`src/rtl/fa_cout_pkg.sv`:
```
// Shared constants for the fa_cout block.
package fa_cout_pkg;

    localparam int CNT_W_DEF = 8;

endpackage

```
`src/rtl/fa_cout_maj3.sv`:
```
// Three-input majority gate: the carry-out of a full adder.
module maj3 (
    input  logic a,
    input  logic b,
    input  logic c,
    output logic y
);

    assign y = (a & b) | (a & c) | (b & c);

endmodule

```
`src/rtl/fa_cout.sv`:
```
// Full-adder carry-out with a registered copy and a saturating carry-event counter.
module fa_cout
    import fa_cout_pkg::*;
#(
    parameter int CNT_W = CNT_W_DEF
) (
    input  logic             clk,
    input  logic             rst,
    input  logic             a,
    input  logic             b,
    input  logic             c,
    input  logic             en,
    output logic             cout,
    output logic             cout_q,
    output logic [CNT_W-1:0] carry_cnt,
    output logic             cnt_sat
);

    localparam logic [CNT_W-1:0] CNT_MAX = '1;

    maj3 u_maj3 (
        .a (a),
        .b (b),
        .c (c),
        .y (cout)
    );

    always_ff @(posedge clk or posedge rst) begin
        if (rst) begin
            cout_q    <= 1'b0;
            carry_cnt <= '0;
        end else if (en) begin
            cout_q <= cout;
            // Counter sticks at its maximum rather than wrapping.
            if (cout && (carry_cnt != CNT_MAX)) begin
                carry_cnt <= carry_cnt + CNT_W'(1);
            end
        end
    end

    assign cnt_sat = (carry_cnt == CNT_MAX);

endmodule

```
`config.mk`:
```
export PLATFORM = sky130hd
export DESIGN_NAME = fa_cout
export DESIGN_NICKNAME = d
export VERILOG_FILES = /design/src/rtl/fa_cout_pkg.sv /design/src/rtl/fa_cout_maj3.sv /design/src/rtl/fa_cout.sv
export SDC_FILE = /design/constraint.sdc
export NUM_CORES = 1
export LEC_CHECK = 0
export ABC_CLOCK_PERIOD_IN_PS = 3100
export BUFFER_PORTS_ARGS = -buffer_cell sky130_fd_sc_hd__buf_4
export CAP_MARGIN = 20
export CORE_AREA = 2 2 39 41
export DETAILED_ROUTE_END_ITERATION = 16
export DIE_AREA = 0 0 41 43
export GPL_TIMING_DRIVEN = 0
export PLACE_DENSITY = 0.62
export SYNTH_ARGS = -nofsm -noshare
export SYNTH_HDL_FRONTEND = slang
export SYNTH_SLANG_ARGS = --single-unit
```
`constraint.sdc`:
```
create_clock -name clk -period 3.1 [get_ports clk]
set_input_delay 0.62 -clock clk [delete_from_list [all_inputs] [get_ports clk]]
set_output_delay 0.62 -clock clk [all_outputs]
set_load 0.005 [all_outputs]
```
=== Word level (Yosys, flattened, before mapping) ===
Cells that the tools add are included.

* RAM bits: 0
* Memory bits (read-only): 0
* Register bits after elaboration: 9
* Bits in latches: 0
* Logic and storage cells: 12
* Memories: 0

* Multipliers: 0
* Shift-type cells: 0
* Bitwise operators: 5
* Add/sub/neg operators: 1
* Multiplexer cells: 0
* Order comparisons: 0
* Divide/modulo/power cells: 0
* Eq/ne operators: 2
* Reduce and logical (&&, ||, !) cells: 2

{| class="wikitable"
|+ Operators by type and width
! cell !! count
|-
| $add 8x1->8 const B || 1
|-
| $eq 8x8->1 const B || 1
|-
| $ne 8x8->1 const B || 1
|-
| $and 1x1->1 || 3
|-
| $or 1x1->1 || 2
|-
| $reduce_and 2->1 || 1
|-
| $logic_and 1x1->1 || 1
|}

=== Depth between registers and ports, before layout ===
Gate-level depths: netlist of run 1.

* Depth in word-level cells: 5
* Depth in mapped cells: 5
* Mapped depth without buffers: 5

=== Hierarchy ===
Synthesis of run 1 repeated with hierarchy kept, for this count alone.

* Cells, all modules: 39
* Area total of the unflattened synthesis: 452.9 um^2

{| class="wikitable"
|+ Modules (own cells, without submodules)
! module !! instances !! seq. area each (um^2) !! area each (um^2) !! cells an instance
|-
| fa_cout || 1 || 225.2 || 441.7 || 38
|-
| maj3 || 1 || 0.0 || 11.3 || 1
|}

=== Worst setup path after synthesis of run 1 ===
Ideal clock, no wire load.

* Path kind: in2out
* Start: input c
* End: output cout
* Data required time: 2.480 ns
* Arrival: 0.955 ns
* Buffers on the path: 0
* Cell stages on the path: 1
* Slack: 1.525 ns
* Path through: maj3_2

* Cells in the longest elaborated chain, start to end: 3
* Elaborated cells between the ends (all ways): 4
* Classes of those cells: 4 x bitwise

{| class="wikitable"
|+ RTL lines
! item !! RTL line !! text
|-
| start, declared || fa_cout.sv:11 || <nowiki>input logic c,</nowiki>
|-
| $and 1x1->1 || fa_cout_maj3.sv:9 || <nowiki>assign y = (a & b) | (a & c) | (b & c);</nowiki>
|-
| $or 1x1->1 || fa_cout_maj3.sv:9 ||
|-
| $or 1x1->1 (*) || fa_cout_maj3.sv:9 ||
|-
| end, declared || fa_cout.sv:13 || <nowiki>output logic cout,</nowiki>
|}

Mark *: on every way between the ends. The rest lies on a longest branch, timed or not.

=== Worst setup path after layout of run 1 ===
* Start: register carry_cnt[0]
* End: output cnt_sat

* Cells in the longest elaborated chain, start to end: 1

{| class="wikitable"
|+ RTL lines
! item !! RTL line !! text
|-
| start, declared || fa_cout.sv:15 || <nowiki>output logic [CNT_W-1:0] carry_cnt,</nowiki>
|-
| start signal, assigned || fa_cout.sv:36 || <nowiki>carry_cnt <= carry_cnt + CNT_W'(1);</nowiki>
|-
| $eq 8x8->1 || fa_cout.sv:41 || <nowiki>assign cnt_sat = (carry_cnt == CNT_MAX);</nowiki>
|-
| end, declared || fa_cout.sv:16 || <nowiki>output logic cnt_sat</nowiki>
|}

Every way passes these cells.

==> summary.md, run 1 <==
| Metric | Value |
|---|---|
| Multi-input combinational cell area | approximately 240 µm² |
| Warnings, synthesis | 0 |
| Chip height | around 43 µm |
| Final worst path period share | 60.4% |
| Min Clock Period, post-route | 1.87 ns |
| Relative slew slack | 77.2% |
| Reg-to-reg startpoint | carry_cnt[0] |
| Syn Nets | 50 |
| Comb pwr share | approximately a third |
| Flop pwr share | between 40% and 50% |
| Crit end category | primary output |
| Pwr Total | 461 µW |
| DR WL/cell | 11.4 µm |
| Peak fanout along the critical path | 4 |
| # setup viols final | 0 |
| Commonest non-fill, non-tap cell in the layout | buf_4 |
| Post-synthesis simple-gate area fraction | 23.2% |
| Via count | ~370 |
| Clock sinks | 9 |
| Fillers | ~140 |
| Post-DP HPWL | slightly above 700 µm |
| Mean post-synth cell area | ~11 µm² |
| Antenna Cells | 0 |
| Register area share after synthesis | 47.5% |
| Synth Cell Area | 474 µm² |
| Post-synthesis mux area share | 9.50% |
| Maximum vdd drop | just over 0.3 mV |
| Routed Antenna Nets | 0 |
| CTS Buf Count | 3 |
| GRT overflow | 0 |
| Post-synthesis compound-gate area fraction | ~5.0% |
| Pwr per Cell Area | 719 mW/mm² |
| Global-route wire length before repair | approximately 1500 µm |
| Vias/cell | ~4.7 |
| Yosys top cell by area | dfrtp_1 |
| Initial Util | roughly 34% |
| All-layer global routing usage | 13.3% |
| Syn Inst Count | 43 |
| Final hold vios | 0 |
| Die area | 0.00176 mm² |
| Synth area leaders | dfrtp_1, mux2_4, xor2_1, nand3_1, nor3_2 |
| Crit Path Category | register to primary output |
| Setup TNS | 0 ns |
| Hold crit path type | input pin to async pin |
| Vias in the first global route | 367 |
| Largest net degree at the start of global routing | 10 |
| Largest family of logic cells by synthesized area | simple AND/OR/NAND/NOR gates |
| Share of the synthesized area in the top cell type | a little under half |
| Post-CTS Resized | 0 |
| # nets final | 71 |
| Switching Power | ~160 µW |
| Synth cell types | 20 |
| Skew-Pair Late Insertion Delay | ~0.26 ns |
| Drt first-iter violations | 0 |
| Critical Path RT | 2.48 ns |
| Clk pwr share | 20.1% |
| WL final | 903 µm |
| Total area of sequential cells | 225 µm² |
| Post-Synth Adder-Cell Area | 5.01% |
| Drt drc | 0 |
| GP Congestion | 0.679 |
| Final Max Slew Viols | 0 |
| CTS tree | done |
| Synth Area in XOR/XNOR | 7.39% |
| Maximum clock insertion buffer count | 2 |
| Clock skew | 0.000800 ns |
| Worst setup SP type | register |
| Commonest cells after routing, fill and taps aside | buf_4, dfrtp_1, nand3_1, nand2_1 |
| Final hold slack | 0.315 ns |
| First-pass DRT Iterations | 1 |
| CTS Hold Buffers Added | 0 |
| Root Driver | clkbuf_4 |
| Share of cells above drive strength 1 | 44.4% |
| Crit path DAT | 1.25 ns |
| Clock transition at the registers of the reported paths | ~0.060 ns |
| CP startpoint | carry_cnt[0] |
| Unrepaired setup endpoints after global routing | false |
| H-tree lvl count | 1 |
| Static Leak | ~0.32 nW |
| # rows | 14 |
| Post-CTS setup buffers | 0 |
| Io pins | 17 |
| Internal power | 301 µW |
| Antenna violations before repair | 0 |
| Area Growth Syn to Fin | 35.1% |
| Switching share of total power | 34.7% |
| Final core occ | a little under half |
| Worst-margin pin slew | between 0.3 and 0.4 ns |
| Fmax | 534 MHz |
| Core area | 0.00138 mm² |
| I/O Buffers | 16 |
| Max_cap viols | 0 |
| Yosys reg bits | 9 |
| Status | finished, final reports clean |
| Die X | 41 µm |
## metal layers
layer / track usage, % / share of wire, % / vias up
li1: - / - / 188
met1: 15.5 / 45 / 172
met2: 18.8 / 49 / 8
met3: 1.57 / 2.2 / 4
met4: 14.0 / 3.5 / 0
met5: 0 / 0 / -
## cells by family after synthesis
| group | Yosys count |
|---|---|
| flip-flops | 9 |
| AND/OR/NAND/NOR | 19 |
| multiplexers | 3 |
| buffers and inverters | 3 |
| adder cells (fa/ha/maj) | 2 |
| AO/OA/AOI/OAI | 3 |
| XOR/XNOR | 4 |
## through the flow
| step | cell area [µm²] | instances | worst slack, ns |
|---|---|---|---|
| 2_1_floorplan | 474 | 43 | 1.52 |
| 3_3_place_gp | 614 | 75 | 1.26 |
| 3_5_place_dp | 614 | 75 | 1.26 |
| 4_1_cts | 641 | 79 | 1.21 |
| 5_1_grt | 641 | 79 | 1.14 |
| 6_report | 641 | 79 | 1.23 |
## worst max-delay path, stage by stage, from the launching register on
cell and delay, ns:
dfrtp_1 0.41, ha_1 0.23, nand3_1 0.12, nor2_1 0.11, buf_4 0.11
## power by group through the flow
| stage | combinational [mW] | sequential (mW) | clock (mW) |
|---|---|---|---|
| final | 0.155 | 0.213 | 0.0928 |
| after global placement | 0.153 | 0.214 | 0 |
| after global routing | 0.172 | 0.222 | 0.104 |
| after CTS | 0.158 | 0.213 | 0.0966 |
| after floorplan | 0.0758 | 0.210 | 0 |
| after detailed placement | 0.156 | 0.216 | 0 |
## worst paths after layout
path | end | slack [ns] | cells past startpoint
min | carry_cnt[3] | 0.31 | 2
max in group asynchronous | carry_cnt[7] | 2.54 | 2
min in group clk | carry_cnt[5] | 0.54 | 1
max | cnt_sat | 1.23 | 4
min reg2reg | carry_cnt[5] | 0.54 | 1
max reg2reg | carry_cnt[1] | 1.62 | 4
## synth_stat cells (all sizes together)
master,number
dfrtp,9
nand2,5
nand3,4
inv,3
mux2,3
nor2,3
nor3,3
xor2,3
a31oi,1
and3,1
ha,1
maj3,1
nand4,1
nor3b,1
o211ai,1
o21ai,1
or2,1
xnor2,1
## sequential cells by signal, summed over array words and instances (netlist names)
register and cells:
carry_cnt 8, cout_q 1
## final cells by class
type | count | share of cell area [%]
inverters | 3 | 1.76
flip-flops and latches | 9 | 35.2
well taps | 16 | 3.13
repair buffers | 16 | 18.7
multi-input cells | 31 | 37.1
clock buffers | 4 | 4.10
Note: power is estimated with default switching activity, not from simulation.
==> run 2: changes to the inputs <==
ABC_CLOCK_PERIOD_IN_PS = 1600   (was 3100)
PLACE_DENSITY = 0.64   (was 0.62)
clock period = 1.6 ns   (was 3.1 ns; I/O delays follow)
==> run 2 against run 1 <==
Clock skew rose by 0.0091 ns. Worst setup slack got worse by 1.2 ns. Largest cell class unchanged. Sequential share of layout area fell by 1.8 points. Register-to-register slack got worse by 1.5 ns. Cell count rose by 3.8%. Final area rose by 5.5%. Die area did not move. Non-clock buffer count rose by 3. First-iteration DRC count rose by 2. Critical path depth did not move.
==> summary.md, run 2 (synthesis gave the netlist of run 1 again) <==
| Metric | Value |
|---|---|
| CTS Hold Buffers Added | 0 |
| Initial Util | approximately 34% |
| Status | finished, final reports clean |
| CTS Buf Count | 3 |
| # rows | 14 |
| # setup viols final | 0 |
| Max reg flops | 8 |
| First-pass DRT Iterations | 2 |
| Via count | 390 |
| Post-DP HPWL | 710 µm |
| Final hold vios | 0 |
| Final worst path period share | 97.0% |
| Biggest regs | carry_cnt (8), cout_q (1) |
| Largest net degree at the start of global routing | 10 |
| Antenna Cells | 0 |
| H-tree lvl count | 1 |
| Internal reg-to-reg setup slack | 0.15 ns |
| Peak fanout along the critical path | 4 |
| Root Driver | clkbuf_4 |
| Chip height | 43 µm |
| Min Clock Period, post-route | roughly 1.6 ns |
| Io pins | 17 |
| Slowest CP cell | dfrtp_1 |
| Crit path DAT | ~1.2 ns |
| Antenna violations before repair | 0 |
| Maximum vdd drop | 0.595 mV |
| Worst-margin pin slew | 0.347 ns |
| Drt first-iter violations | 2 |
| CP Cell Sequence | ha_4 -> nand3_1 -> nor2_1 -> buf_4 |
| Final core occ | 48.8% |
| I/O Buffers | 16 |
| Static Leak | about 0.33 nW |
| # nets final | 74 |
| Die X | around 41 µm |
| Vias in the first global route | 381 |
| Clock skew | between 0.009 and 0.01 ns |
| Cell family with most CP delay | flip-flops |
| Worst setup SP type | register |
| Finished Cell Area | 676 µm² |
| Critical Path RT | 1.28 ns |
| Share of cells above drive strength 1 | ~48% |
| Largest Register | carry_cnt |
| Pwr per Cell Area | 1450 mW/mm² |
| Crit Path Category | register to primary output |
| Relative slew slack | about three quarters |
| Core area | 0.00138 mm² |
| Hold crit path type | input pin to async pin |
| CP peak stage delay | 0.45 ns |
| Final hold slack | 0.0169 ns |
| Area Growth Syn to Fin | 42.5% |
| Skew-Pair Late Insertion Delay | around 0.26 ns |
| Commonest non-fill, non-tap cell in the layout | buf_4 |
| CTS tree | done |
| WL final | 984 µm |
| Final Max Slew Viols | 0 |
| Fillers | 130 |
| Max_cap viols | 0 |
| Commonest cells after routing, fill and taps aside | buf_4, dfrtp_1, nand3_1, nand2_1 |
| Global-route wire length before repair | 1600 µm |
| GRT overflow | 0 |
| Reg-to-reg startpoint | carry_cnt[0] |
| Placed cell area | about 600 µm² |
| Routed Antenna Nets | 0 |
| DR WL/cell | between 10 and 15 µm |
| Post-route worst setup slack | 0.0480 ns |
| Maximum clock insertion buffer count | 2 |
| All-layer global routing usage | between 10% and 20% |
| Fmax | between 600 and 700 MHz |
| Crit end category | primary output |
| Clock transition at the registers of the reported paths | 0.07 ns |
| Die area | about 0.0018 mm² |
| Setup WS pre-CTS | 0.0996 ns |
| Drt drc | 0 |
| GP Congestion | around 0.7 |
| FF-to-FF path depth | 4 |
| Buf/Inv on CP | 1 |
| Clock sinks | 9 |
| Worst r2r dst | carry_cnt[1] |
| Vias/cell | roughly 4.8 |
[run 2: how the worst max path moves through the flow]
stage                             from           end  slack [ns]  cells past startpoint
final                     carry_cnt[0]       cnt_sat        0.05                      4
after global routing      carry_cnt[0]       cnt_sat      -0.008                      4
after CTS                 carry_cnt[0]       cnt_sat       0.004                      4
after detailed placement  carry_cnt[0]  carry_cnt[1]         0.1                      4
after global placement    carry_cnt[0]  carry_cnt[1]        0.13                      4
after floorplan           carry_cnt[0]  carry_cnt[1]        0.22                      4
[run 2: metrics by stage]
stage               power, mW  setup TNS [ns]  cells
floorplan               0.553               0     43
global placement        0.712               0     75
detailed placement      0.720               0     75
CTS                     0.904               0     79
global route             1.05        -0.00785     82
finish                  0.977               0     82
[run 2: power by group]
group | internal (mW) | leakage (nW) | switching (mW) | total, mW
Sequential | 0.303 | 0.113 | 0.122 | 0.425
Clock | 0.0960 | 0.0150 | 0.0821 | 0.178
Combinational | 0.245 | 0.203 | 0.129 | 0.374
[run 2: per-layer routing]
metal | vias to the layer above | track usage, % | part of all wire (%)
met5 | - | 0 | 0
met4 | 0 | 12.0 | 1.9
met3 | 2 | 1.57 | 3.0
met2 | 6 | 19.4 | 54
met1 | 189 | 17.8 | 40
li1 | 193 | - | -
[run 2: area by class of cell]
type / count / area (µm²) / share of cell area [%]
clock buffer: 4 / 26.3 / 3.89
inverter: 3 / 11.3 / 1.67
multi-input combinational: 31 / 250 / 37.0
sequential: 9 / 225 / 33.3
tap: 16 / 20.0 / 2.96
timing repair buffer: 19 / 143 / 21.1
[run 2: timing repair]
| item | 4_1_cts | 5_1_grt |
|---|---|---|
| endpoints found under the setup margin | 1 | 1 |
| setup buffers | 0 | 3 |
| gates resized for setup | 1 | 1 |
| cloned | 0 | 0 |
| pin swaps | 0 | 1 |
